[src/rtl/machine_pkg.sv]
`default_nettype none
// ---------------------------------------------------------------------------
// machine_pkg : machine status codes and host sequencer state encoding
// Rev 1.0
// ---------------------------------------------------------------------------
package machine_pkg;

   localparam logic [1:0] MST_IDLE = 2'b00;
   localparam logic [1:0] MST_LOAD = 2'b10;
   localparam logic [1:0] MST_PROC = 2'b01;
   localparam logic [1:0] MST_READ = 2'b11;

   // Shared timer width: must hold TIMEOUT-1 for the largest timeout.
   localparam int c_TMO_W = 21;

   typedef enum logic [2:0] {
      IDLE  = 3'd0,
      LOAD  = 3'd1,
      LHOLD = 3'd2,
      PROC  = 3'd3,
      RWAIT = 3'd4,
      ROUT  = 3'd5
   } seq_state_t;

endpackage
`default_nettype wire

[src/rtl/machine_host_sequencer_if.sv]
`default_nettype none
// ---------------------------------------------------------------------------
// machine_host_sequencer_if : pixel streams, job control and machine bus
// Rev 1.0
// ---------------------------------------------------------------------------
interface machine_host_sequencer_if #(
   parameter int ADDR_W = 16,
   parameter int DATA_W = 8
);
   logic              start;
   logic              in_valid;
   logic [DATA_W-1:0] in_data;
   logic              in_ready;
   logic              out_valid;
   logic [DATA_W-1:0] out_data;
   logic              out_ready;
   logic              busy;
   logic              done;
   logic              err;
   logic [1:0]        m_status;
   logic [ADDR_W-1:0] m_addr;
   logic [DATA_W-1:0] m_data;
   logic              m_end_process;
   logic [DATA_W-1:0] m_out;

   modport master (
      input  start, in_valid, in_data, out_ready, m_end_process, m_out,
      output in_ready, out_valid, out_data, busy, done, err, m_status, m_addr, m_data
   );

   modport slave (
      output start, in_valid, in_data, out_ready, m_end_process, m_out,
      input  in_ready, out_valid, out_data, busy, done, err, m_status, m_addr, m_data
   );
endinterface
`default_nettype wire

[src/rtl/seq_timer.sv]
`default_nettype none
// ---------------------------------------------------------------------------
// seq_timer : loadable down-counter that parks at zero, with a zero flag
// Rev 1.0
// ---------------------------------------------------------------------------
module seq_timer #(
   parameter int WIDTH = 21
) (
   input  logic             clk,
   input  logic             rst,
   input  logic             i_load,
   input  logic [WIDTH-1:0] i_value,
   output logic             o_zero
);
   logic [WIDTH-1:0] r_cnt;

   always_ff @(posedge clk or posedge rst) begin
      if (rst) begin
         r_cnt <= '0;
      end else if (i_load) begin
         r_cnt <= i_value;
      end else if (r_cnt != '0) begin
         r_cnt <= r_cnt - WIDTH'(1);
      end
   end

   assign o_zero = (r_cnt == '0);
endmodule
`default_nettype wire

[src/rtl/machine_host_sequencer.sv]
`default_nettype none
// ---------------------------------------------------------------------------
// machine_host_sequencer : load / process / read sequencer for the machine
// Rev 1.0
// ---------------------------------------------------------------------------
module machine_host_sequencer
   import machine_pkg::*;
#(
   parameter int IMG_W   = 256,
   parameter int OUT_W   = 127,
   parameter int ADDR_W  = 16,
   parameter int DATA_W  = 8,
   parameter int RD_LAT  = 2,
   parameter int TIMEOUT = 1048576
) (
   input  logic                     clk,
   input  logic                     rst,
   machine_host_sequencer_if.master bus
);
   localparam logic [ADDR_W-1:0]  c_LAST_IN  = ADDR_W'(IMG_W * IMG_W - 1);
   localparam logic [ADDR_W-1:0]  c_LAST_OUT = ADDR_W'(OUT_W * OUT_W - 1);
   localparam logic [c_TMO_W-1:0] c_TMO_LOAD = c_TMO_W'((TIMEOUT > 0) ? (TIMEOUT - 1) : 0);
   localparam logic [c_TMO_W-1:0] c_RD_LOAD  = c_TMO_W'((RD_LAT > 0) ? (RD_LAT - 1) : 0);

   seq_state_t        r_state;
   logic [ADDR_W-1:0] r_pix_cnt;
   logic              r_in_ready;
   logic              r_out_valid;
   logic [DATA_W-1:0] r_out_data;
   logic              r_busy;
   logic              r_done;
   logic              r_err;
   logic [1:0]        r_m_status;
   logic [ADDR_W-1:0] r_m_addr;
   logic [DATA_W-1:0] r_m_data;

   logic               w_tmr_load;
   logic [c_TMO_W-1:0] w_tmr_value;
   logic               w_tmr_zero;

   // One timer serves both waits: it is armed on entry to PROC and RWAIT.
   always_comb begin
      w_tmr_load  = 1'b0;
      w_tmr_value = c_TMO_LOAD;
      case (r_state)
         LHOLD: w_tmr_load = 1'b1;
         PROC: begin
            if (bus.m_end_process) begin
               w_tmr_load  = 1'b1;
               w_tmr_value = c_RD_LOAD;
            end
         end
         ROUT: begin
            if (bus.out_ready && (r_m_addr != c_LAST_OUT)) begin
               w_tmr_load  = 1'b1;
               w_tmr_value = c_RD_LOAD;
            end
         end
         default: ;
      endcase
   end

   seq_timer #(.WIDTH(c_TMO_W)) u_timer (
      .clk     (clk),
      .rst     (rst),
      .i_load  (w_tmr_load),
      .i_value (w_tmr_value),
      .o_zero  (w_tmr_zero)
   );

   always_ff @(posedge clk or posedge rst) begin
      if (rst) begin
         r_state     <= IDLE;
         r_pix_cnt   <= '0;
         r_in_ready  <= 1'b0;
         r_out_valid <= 1'b0;
         r_out_data  <= '0;
         r_busy      <= 1'b0;
         r_done      <= 1'b0;
         r_err       <= 1'b0;
         r_m_status  <= MST_IDLE;
         r_m_addr    <= '0;
         r_m_data    <= '0;
      end else begin
         case (r_state)
            IDLE: begin
               if (bus.start) begin
                  r_busy     <= 1'b1;
                  r_done     <= 1'b0;
                  r_err      <= 1'b0;
                  r_m_status <= MST_LOAD;
                  r_pix_cnt  <= '0;
                  r_in_ready <= 1'b1;
                  r_state    <= LOAD;
               end
            end
            LOAD: begin
               if (bus.in_valid) begin
                  r_m_addr  <= r_pix_cnt;
                  r_m_data  <= bus.in_data;
                  r_pix_cnt <= r_pix_cnt + ADDR_W'(1);
                  if (r_pix_cnt == c_LAST_IN) begin
                     r_in_ready <= 1'b0;
                     r_state    <= LHOLD;
                  end
               end
            end
            LHOLD: begin
               r_m_status <= MST_PROC;
               r_state    <= PROC;
            end
            PROC: begin
               // end_process takes priority over a timeout in the same cycle.
               if (bus.m_end_process) begin
                  r_m_status <= MST_READ;
                  r_m_addr   <= '0;
                  r_state    <= RWAIT;
               end else if ((TIMEOUT != 0) && w_tmr_zero) begin
                  r_err      <= 1'b1;
                  r_busy     <= 1'b0;
                  r_m_status <= MST_IDLE;
                  r_state    <= IDLE;
               end
            end
            RWAIT: begin
               if (w_tmr_zero) begin
                  r_out_data  <= bus.m_out;
                  r_out_valid <= 1'b1;
                  r_state     <= ROUT;
               end
            end
            ROUT: begin
               if (bus.out_ready) begin
                  r_out_valid <= 1'b0;
                  if (r_m_addr == c_LAST_OUT) begin
                     r_m_status <= MST_IDLE;
                     r_busy     <= 1'b0;
                     r_done     <= 1'b1;
                     r_state    <= IDLE;
                  end else begin
                     r_m_addr <= r_m_addr + ADDR_W'(1);
                     r_state  <= RWAIT;
                  end
               end
            end
            default: r_state <= IDLE;
         endcase
      end
   end

   assign bus.in_ready  = r_in_ready;
   assign bus.out_valid = r_out_valid;
   assign bus.out_data  = r_out_data;
   assign bus.busy      = r_busy;
   assign bus.done      = r_done;
   assign bus.err       = r_err;
   assign bus.m_status  = r_m_status;
   assign bus.m_addr    = r_m_addr;
   assign bus.m_data    = r_m_data;
endmodule
`default_nettype wire
[src/flat_wrapper.sv]
// flat-port wrapper written by rule: the top's interface ports become plain ports
module machine_host_sequencer_flat import machine_pkg::*;
#(
   parameter int IMG_W   = 256,
   parameter int OUT_W   = 127,
   parameter int ADDR_W  = 16,
   parameter int DATA_W  = 8,
   parameter int RD_LAT  = 2,
   parameter int TIMEOUT = 1048576
)
  (clk, rst, bus_start, bus_in_valid, bus_in_data, bus_out_ready, bus_m_end_process, bus_m_out, bus_in_ready, bus_out_valid, bus_out_data, bus_busy, bus_done, bus_err, bus_m_status, bus_m_addr, bus_m_data);
  machine_host_sequencer_if #(.ADDR_W(ADDR_W), .DATA_W(DATA_W)) bus_i ();
  input  logic clk;
  input  logic rst;
  input wire logic [$bits(bus_i.start)-1:0] bus_start;
  input wire logic [$bits(bus_i.in_valid)-1:0] bus_in_valid;
  input wire logic [$bits(bus_i.in_data)-1:0] bus_in_data;
  input wire logic [$bits(bus_i.out_ready)-1:0] bus_out_ready;
  input wire logic [$bits(bus_i.m_end_process)-1:0] bus_m_end_process;
  input wire logic [$bits(bus_i.m_out)-1:0] bus_m_out;
  output wire logic [$bits(bus_i.in_ready)-1:0] bus_in_ready;
  output wire logic [$bits(bus_i.out_valid)-1:0] bus_out_valid;
  output wire logic [$bits(bus_i.out_data)-1:0] bus_out_data;
  output wire logic [$bits(bus_i.busy)-1:0] bus_busy;
  output wire logic [$bits(bus_i.done)-1:0] bus_done;
  output wire logic [$bits(bus_i.err)-1:0] bus_err;
  output wire logic [$bits(bus_i.m_status)-1:0] bus_m_status;
  output wire logic [$bits(bus_i.m_addr)-1:0] bus_m_addr;
  output wire logic [$bits(bus_i.m_data)-1:0] bus_m_data;
  assign bus_i.start = bus_start;
  assign bus_i.in_valid = bus_in_valid;
  assign bus_i.in_data = bus_in_data;
  assign bus_i.out_ready = bus_out_ready;
  assign bus_i.m_end_process = bus_m_end_process;
  assign bus_i.m_out = bus_m_out;
  assign bus_in_ready = bus_i.in_ready;
  assign bus_out_valid = bus_i.out_valid;
  assign bus_out_data = bus_i.out_data;
  assign bus_busy = bus_i.busy;
  assign bus_done = bus_i.done;
  assign bus_err = bus_i.err;
  assign bus_m_status = bus_i.m_status;
  assign bus_m_addr = bus_i.m_addr;
  assign bus_m_data = bus_i.m_data;
  machine_host_sequencer #(.IMG_W(IMG_W), .OUT_W(OUT_W), .ADDR_W(ADDR_W), .DATA_W(DATA_W), .RD_LAT(RD_LAT), .TIMEOUT(TIMEOUT)) u_core (.clk(clk), .rst(rst), .bus(bus_i));
endmodule
[config.mk]
export PLATFORM = sky130hd
export DESIGN_NAME = machine_host_sequencer_flat
export DESIGN_NICKNAME = d
export VERILOG_FILES = /design/src/rtl/machine_pkg.sv /design/src/rtl/machine_host_sequencer_if.sv /design/src/rtl/seq_timer.sv /design/src/rtl/machine_host_sequencer.sv /design/src/flat_wrapper.sv
export SDC_FILE = /design/constraint.sdc
export NUM_CORES = 1
export LEC_CHECK = 0
export ABC_AREA = 1
export BUFFER_PORTS_ARGS = -buffer_cell sky130_fd_sc_hd__buf_4
export CAP_MARGIN = 0
export CORE_MARGIN = 8
export CORE_UTILIZATION = 53
export DETAILED_ROUTE_END_ITERATION = 10
export PLACE_DENSITY = 0.77
export SLEW_MARGIN = 20
export SYNTH_ARGS = -nofsm -noshare
export SYNTH_HDL_FRONTEND = slang
export SYNTH_SLANG_ARGS = --single-unit
[constraint.sdc]
create_clock -name clk -period 2 [get_ports clk]
set_input_delay 0 -clock clk [delete_from_list [all_inputs] [get_ports clk]]
set_output_delay 0 -clock clk [all_outputs]
set_load 0.03 [all_outputs]
# Yosys cells after proc, flatten, opt, wreduce, memory -nomap -nowiden
# Cells that the tools add are included.
# classes
addsub	3
n_eq_ne	19
muxes	49
n_reduce_logical	23
# op_table
operator	n
16-bit two-way mux	6
16-bit one-hot mux with 3 select lines	1
21-bit two-way mux	2
21-bit one-hot mux with 2 select lines	1
20-bit two-way mux	2
16-bit by 1-bit adder with 16-bit output (second input constant)	2
16-bit one-hot mux with 2 select lines	1
3-bit two-way mux	8
21-bit zero test	1
21-bit nonzero test	1
21-bit by 1-bit subtractor with 21-bit output (second input constant)	1
3-bit one-hot mux with 6 select lines	1
16-bit by 14-bit == test with 1-bit output (second input constant)	1
16-bit == test (second input constant)	1
16-bit by 14-bit != test with 1-bit output (second input constant)	1
2-bit != test (second input constant)	8
1-bit two-way mux	15
4-bit AND reduction	3
6-bit AND reduction	2
2-bit two-way mux	5
5-bit AND reduction	2
2-bit nonzero test	5
1-bit one-hot mux with 2 select lines	4
2-bit one-hot mux with 4 select lines	1
other kinds (12)	19
# word_totals
reg_bits	79
out_inout_bits	39
word_cells	106

# Depth between registers and ports, before layout
# logic_depth
ltp_word	5
ltp_mapped	12
ltp_nobuf	11

# By module
# Synthesis repeated with hierarchy kept, for this count alone.
# unflattened
cells_unflattened	674
hier_area_um2	4852.2
# modules_own_cells
module	n_inst	cells_per_inst	area_per_inst_um2	seq_area_each_um2
machine_host_sequencer	1	470	3465.8	1451.4
seq_timer	1	204	1386.3	525.5

# Least setup slack after synthesis
# Ideal clock, no wire load.
# synth_path
kind	reg2reg
startpoint	register u_core.r_m_addr[0], in the netlist u_core.bus.m_addr[0]
endpoint	register u_core.u_timer.r_cnt[10]
arrival_ns	1.548
required_ns	1.867
path_slack_ns	0.319
path_stages_with_launch	11
path_buffers	1
period_less_slack_ns	1.681
path_cell_list	dfrtp_1 > inv_1 > ha_1 > nand3_1 > nor2_1 > nand2_1 > nand3_1 > nand2_1 > nor2_1 > buf_2 > a21oi_1
# synth_via
elab_chain_len	5
# synth_rtl
item	line_no	text
start: declaration	machine_host_sequencer.sv:34	logic [ADDR_W-1:0] r_m_addr;
start signal: assignment	machine_host_sequencer.sv:99	r_m_addr <= r_pix_cnt;
start signal: assignment	machine_host_sequencer.sv:141	r_m_addr <= r_m_addr + ADDR_W'(1);
16-bit by 14-bit != test with 1-bit output (*)	machine_host_sequencer.sv:54	if (bus.out_ready && (r_m_addr != c_LAST_OUT)) begin
1-bit logical AND (*)	machine_host_sequencer.sv:54	
1-bit two-way mux / 20-bit two-way mux (equally long branches)	machine_host_sequencer.sv:54	
1-bit one-hot mux with 3 select lines / 21-bit one-hot mux with 2 select lines (equally long branches)	machine_host_sequencer.sv:45	case (r_state)
21-bit two-way mux / 2-bit nonzero test (equally long branches)	n/a	
end signal: assignment	seq_timer.sv:21	r_cnt <= i_value;
end signal: assignment	seq_timer.sv:23	r_cnt <= r_cnt - WIDTH'(1);
end: declaration	seq_timer.sv:15	logic [WIDTH-1:0] r_cnt;
# Mark *: on every way between the ends. The rest lies on a longest branch, timed or not.
# A chain may end at the register's enable or synchronous reset.

# Final worst setup path
# layout_path
startpoint	register u_core.u_timer.r_cnt[0]
endpoint	register u_core.r_state[0]
# layout_via
elab_chain_len	3
# layout_rtl
item	line_no	text
21-bit zero test (*)	seq_timer.sv:27	assign o_zero = (r_cnt == '0);
3-bit != test (no line) / 2-bit != test (equally long branches)	n/a	
6-bit AND reduction (no line) (*)	n/a	
end signal: assignment	machine_host_sequencer.sv:73	r_state <= IDLE;
end signal: assignment	machine_host_sequencer.sv:94	r_state <= LOAD;
end signal: assignment	machine_host_sequencer.sv:104	r_state <= LHOLD;
end: declaration	machine_host_sequencer.sv:25	seq_state_t r_state;
# Marks and branches as above.

==> impl_results.md <==
* Worst slew pin tran at 694.5 ps
* Vias in the first global route at 4587
* Placed Area at approximately 0.0054 mm²
* Setup TNS at 0 ps
* Largest net degree at the start of global routing at 80
* Post-Route WL at 12770 µm
* Clock transition at the registers of the reported paths at roughly 90 ps
* GRT Residual Overflow at 0
* Total placed cells including tap cells at around 850
* Share of cells above drive strength 1 at 16.67%
* HPWL Detailed at 9217 µm
* I/O Buffers at 60
* Clock root cell: clkbuf_8
* DR vias/cell at between 5 and 6
* Total design power at 6.952 mW
* Initial antenna violation count at 0
* Syn Nets at 705
* Initial Util at 54.76%
* Mapped Cells at roughly 680
* Distinct cells, synth at 37
* Yosys top cell area share at 41.39%
* First-pass GRT wire length at 21660 µm
* Unrepaired setup endpoints after global routing: no
* Clock Sinks at 79
* Core area at between 0.008 and 0.009 mm²
* Most common cell after layout, fill and taps aside: nand2_1
* Final net count at 796
* TritonCTS Buffers at 9
* Max frequency at approximately 530 MHz
* Most frequent cells in the layout: nand2_1 (206), nor2_1 (87), dfrtp_1 (78), buf_4 (77), inv_1 (74)
* GP Congestion at 0.9061
* FF-to-FF path depth at 11
* Area grow syn2layout at 20.96%
* Syn Area/Cell at 7.044 µm²
* CP Max Fanout at 6
* Final worst slack at 112.1 ps
* WS Path Type: register to register
* Worst-Skew Late Latency at 370 ps
* Max rail drop VDD at 0.0009489 V
* Slew Viols, Final at 0
* Setup slack at placement at 151.6 ps
* Die height at ~110 µm
* Final non-filler cell total at just under 900
* Status: finished, final reports clean
* # H-tree levels at 3
* Antenna-violating nets left at 0
* Fillcell total at 722
* First drt pass iteration count at 5
* Vias at 4853
* Iteration-0 DRC count of the detailed router at 400
* Post-synth EDFFs at 0
* Met1 Use GR at 27.02%
* Leakage at 2.925 nW
* Cell taking the most area after synthesis: dfrtp_1
* Async set-reset flop share out of synthesis at 100.0%
* Post-DR wirelength/cell at 14.48 µm
* FF-to-FF setup slack at 110 ps
* Final instance area at 0.005777 mm²
* Antenna fix cells at 0
* Hold path depth at 4
* Pwr/cell area at 1203 mW/mm²
* Die area at 0.01230 mm²
* Post-CTS Setup Inserts at 0
* GRT Max-Usage Layer: met2
* Met2 usage at 32.75%
* I/O Pins at 61
* Max cap viols at 0
* Syn. warnings at 0
* DRC violations left at 0
* Worst Path Required at 2250 ps
* Hold Fails Final Rpt at 0
* Final Util at 66.24%
* Min Tclk post-route at ~1900 ps
* Chip width at 110.9 µm
* Post-synthesis sequential area ratio at 41.39%
* Dominant synthesized flop cell: dfrtp_1
* CP Capture Type: register
* Worst setup SP type: register
* Worst Hold Class: input pin to register
* GR Util met3 at 3.626%
* Worst rel slew slack at 53.35%
* Clk buf depth at 2
* Cell Area, Synth at between 0.004 and 0.005 mm²
* Fin Clk Skew at 13.13 ps
* WP data arrival at 2140 ps
* CTS tree: built
* Min Hold Slack at 22.72 ps
* # setup viols final at 0
* Cell row count at 34
* GRT Overall Usage at 20.85%
* Top cells by area, synth: dfrtp_1 (41%), nand2_1 (16%), nor2_1 (6.8%), inv_1 (5.9%), nand3_1 (5.9%)
* #FFs+latches synth at 79
* Crit share post-route at 94.40%
[cells by family (layout without fill, tap and decap cells)]
group / count (synthesis) / in the layout / synth area share [%]
and+or+nand+nor: 403 / 403 / 36.49
buffers and inverters: 96 / 192 / 8.252
muxes: 8 / 8 / 1.886
DFF: 79 / 79 / 41.39
AOI/OAI and AO/OA: 75 / 75 / 8.463
adders and majority gates: 5 / 5 / 1.310
xor gates and xnor gates: 12 / 12 / 2.201
[state kept, by name (all words and copies together) (netlist names)]
register              flops
u_core.bus.busy           1
u_core.bus.done           1
u_core.bus.err            1
u_core.bus.in_ready       1
u_core.bus.m_addr        16
u_core.bus.m_data         8
u_core.bus.m_status       2
u_core.bus.out_data       8
u_core.bus.out_valid      1
u_core.r_pix_cnt         16
u_core.r_state            3
u_core.u_timer.r_cnt     21
[area by class of cell]
type / count / area, µm² / area share, %
Sequential cell: 79 / 1978 / 34.24
Timing Repair Buffer: 95 / 768.2 / 13.30
Clock inverter: 7 / 56.30 / 0.9747
Inverter: 81 / 310.3 / 5.371
Tap cell: 108 / 135.1 / 2.339
Clock buffer: 9 / 123.9 / 2.144
Multi-Input combinational cell: 503 / 2405 / 41.63
[report_power, final]
group / internal [mW] / switching, mW
registers: 2.05 / 0.405
clock network: 0.461 / 0.659
logic: 1.20 / 2.17
[critical path, stage by stage, from the launching register on]
cell,delay (ps)
dfrtp_1,370
inv_1,150
ha_1,200
inv_1,40
nor2_1,130
nand3_1,90
nor2_1,170
nand2_1,120
o21ai_1,180
nand3_1,170
nand2_1,110
nand2_1,50
[synthesized netlist by cell type, drive strengths merged, types with 2 or more instances]
cell type  number
a21oi          20
xor2            8
nand3b          3
or2             2
inv            81
nor2           94
o21bai          5
nand3          58
mux2            8
clkbuf          3
buf            12
o21ai          43
ha              5
xnor2           4
nand2         214
nand4          24
nor3            7
a22oi           2
dfrtp          79
[what timing repair did]
item                                   4_1_cts  5_1_grt
setup endpoints to repair                    0        7
hold buffers                                17        0
resized for setup                            0        2
endpoints found under the hold margin       95        0
[worst paths after layout]
check | from | endpoint
max | u_core.u_timer.r_cnt[0] | u_core.r_state[0]
min | bus_m_end_process | u_core.bus.err
max reg2reg | u_core.u_timer.r_cnt[0] | u_core.r_state[0]
min reg2reg | u_core.bus.m_status[0] | u_core.bus.m_status[0]
max in group asynchronous | rst | u_core.r_state[0]
min in group asynchronous | rst | u_core.bus.m_addr[13]
[layer usage]
metal / up-vias / share of wire, % / wire (µm)
li1: 2361 / - / -
met1: 2256 / 44 / 5580
met2: 211 / 46 / 5928
met3: 25 / 7.4 / 947
met4: 0 / 2.4 / 312
met5: - / 0 / 0
(Power assumes the default switching activity.)
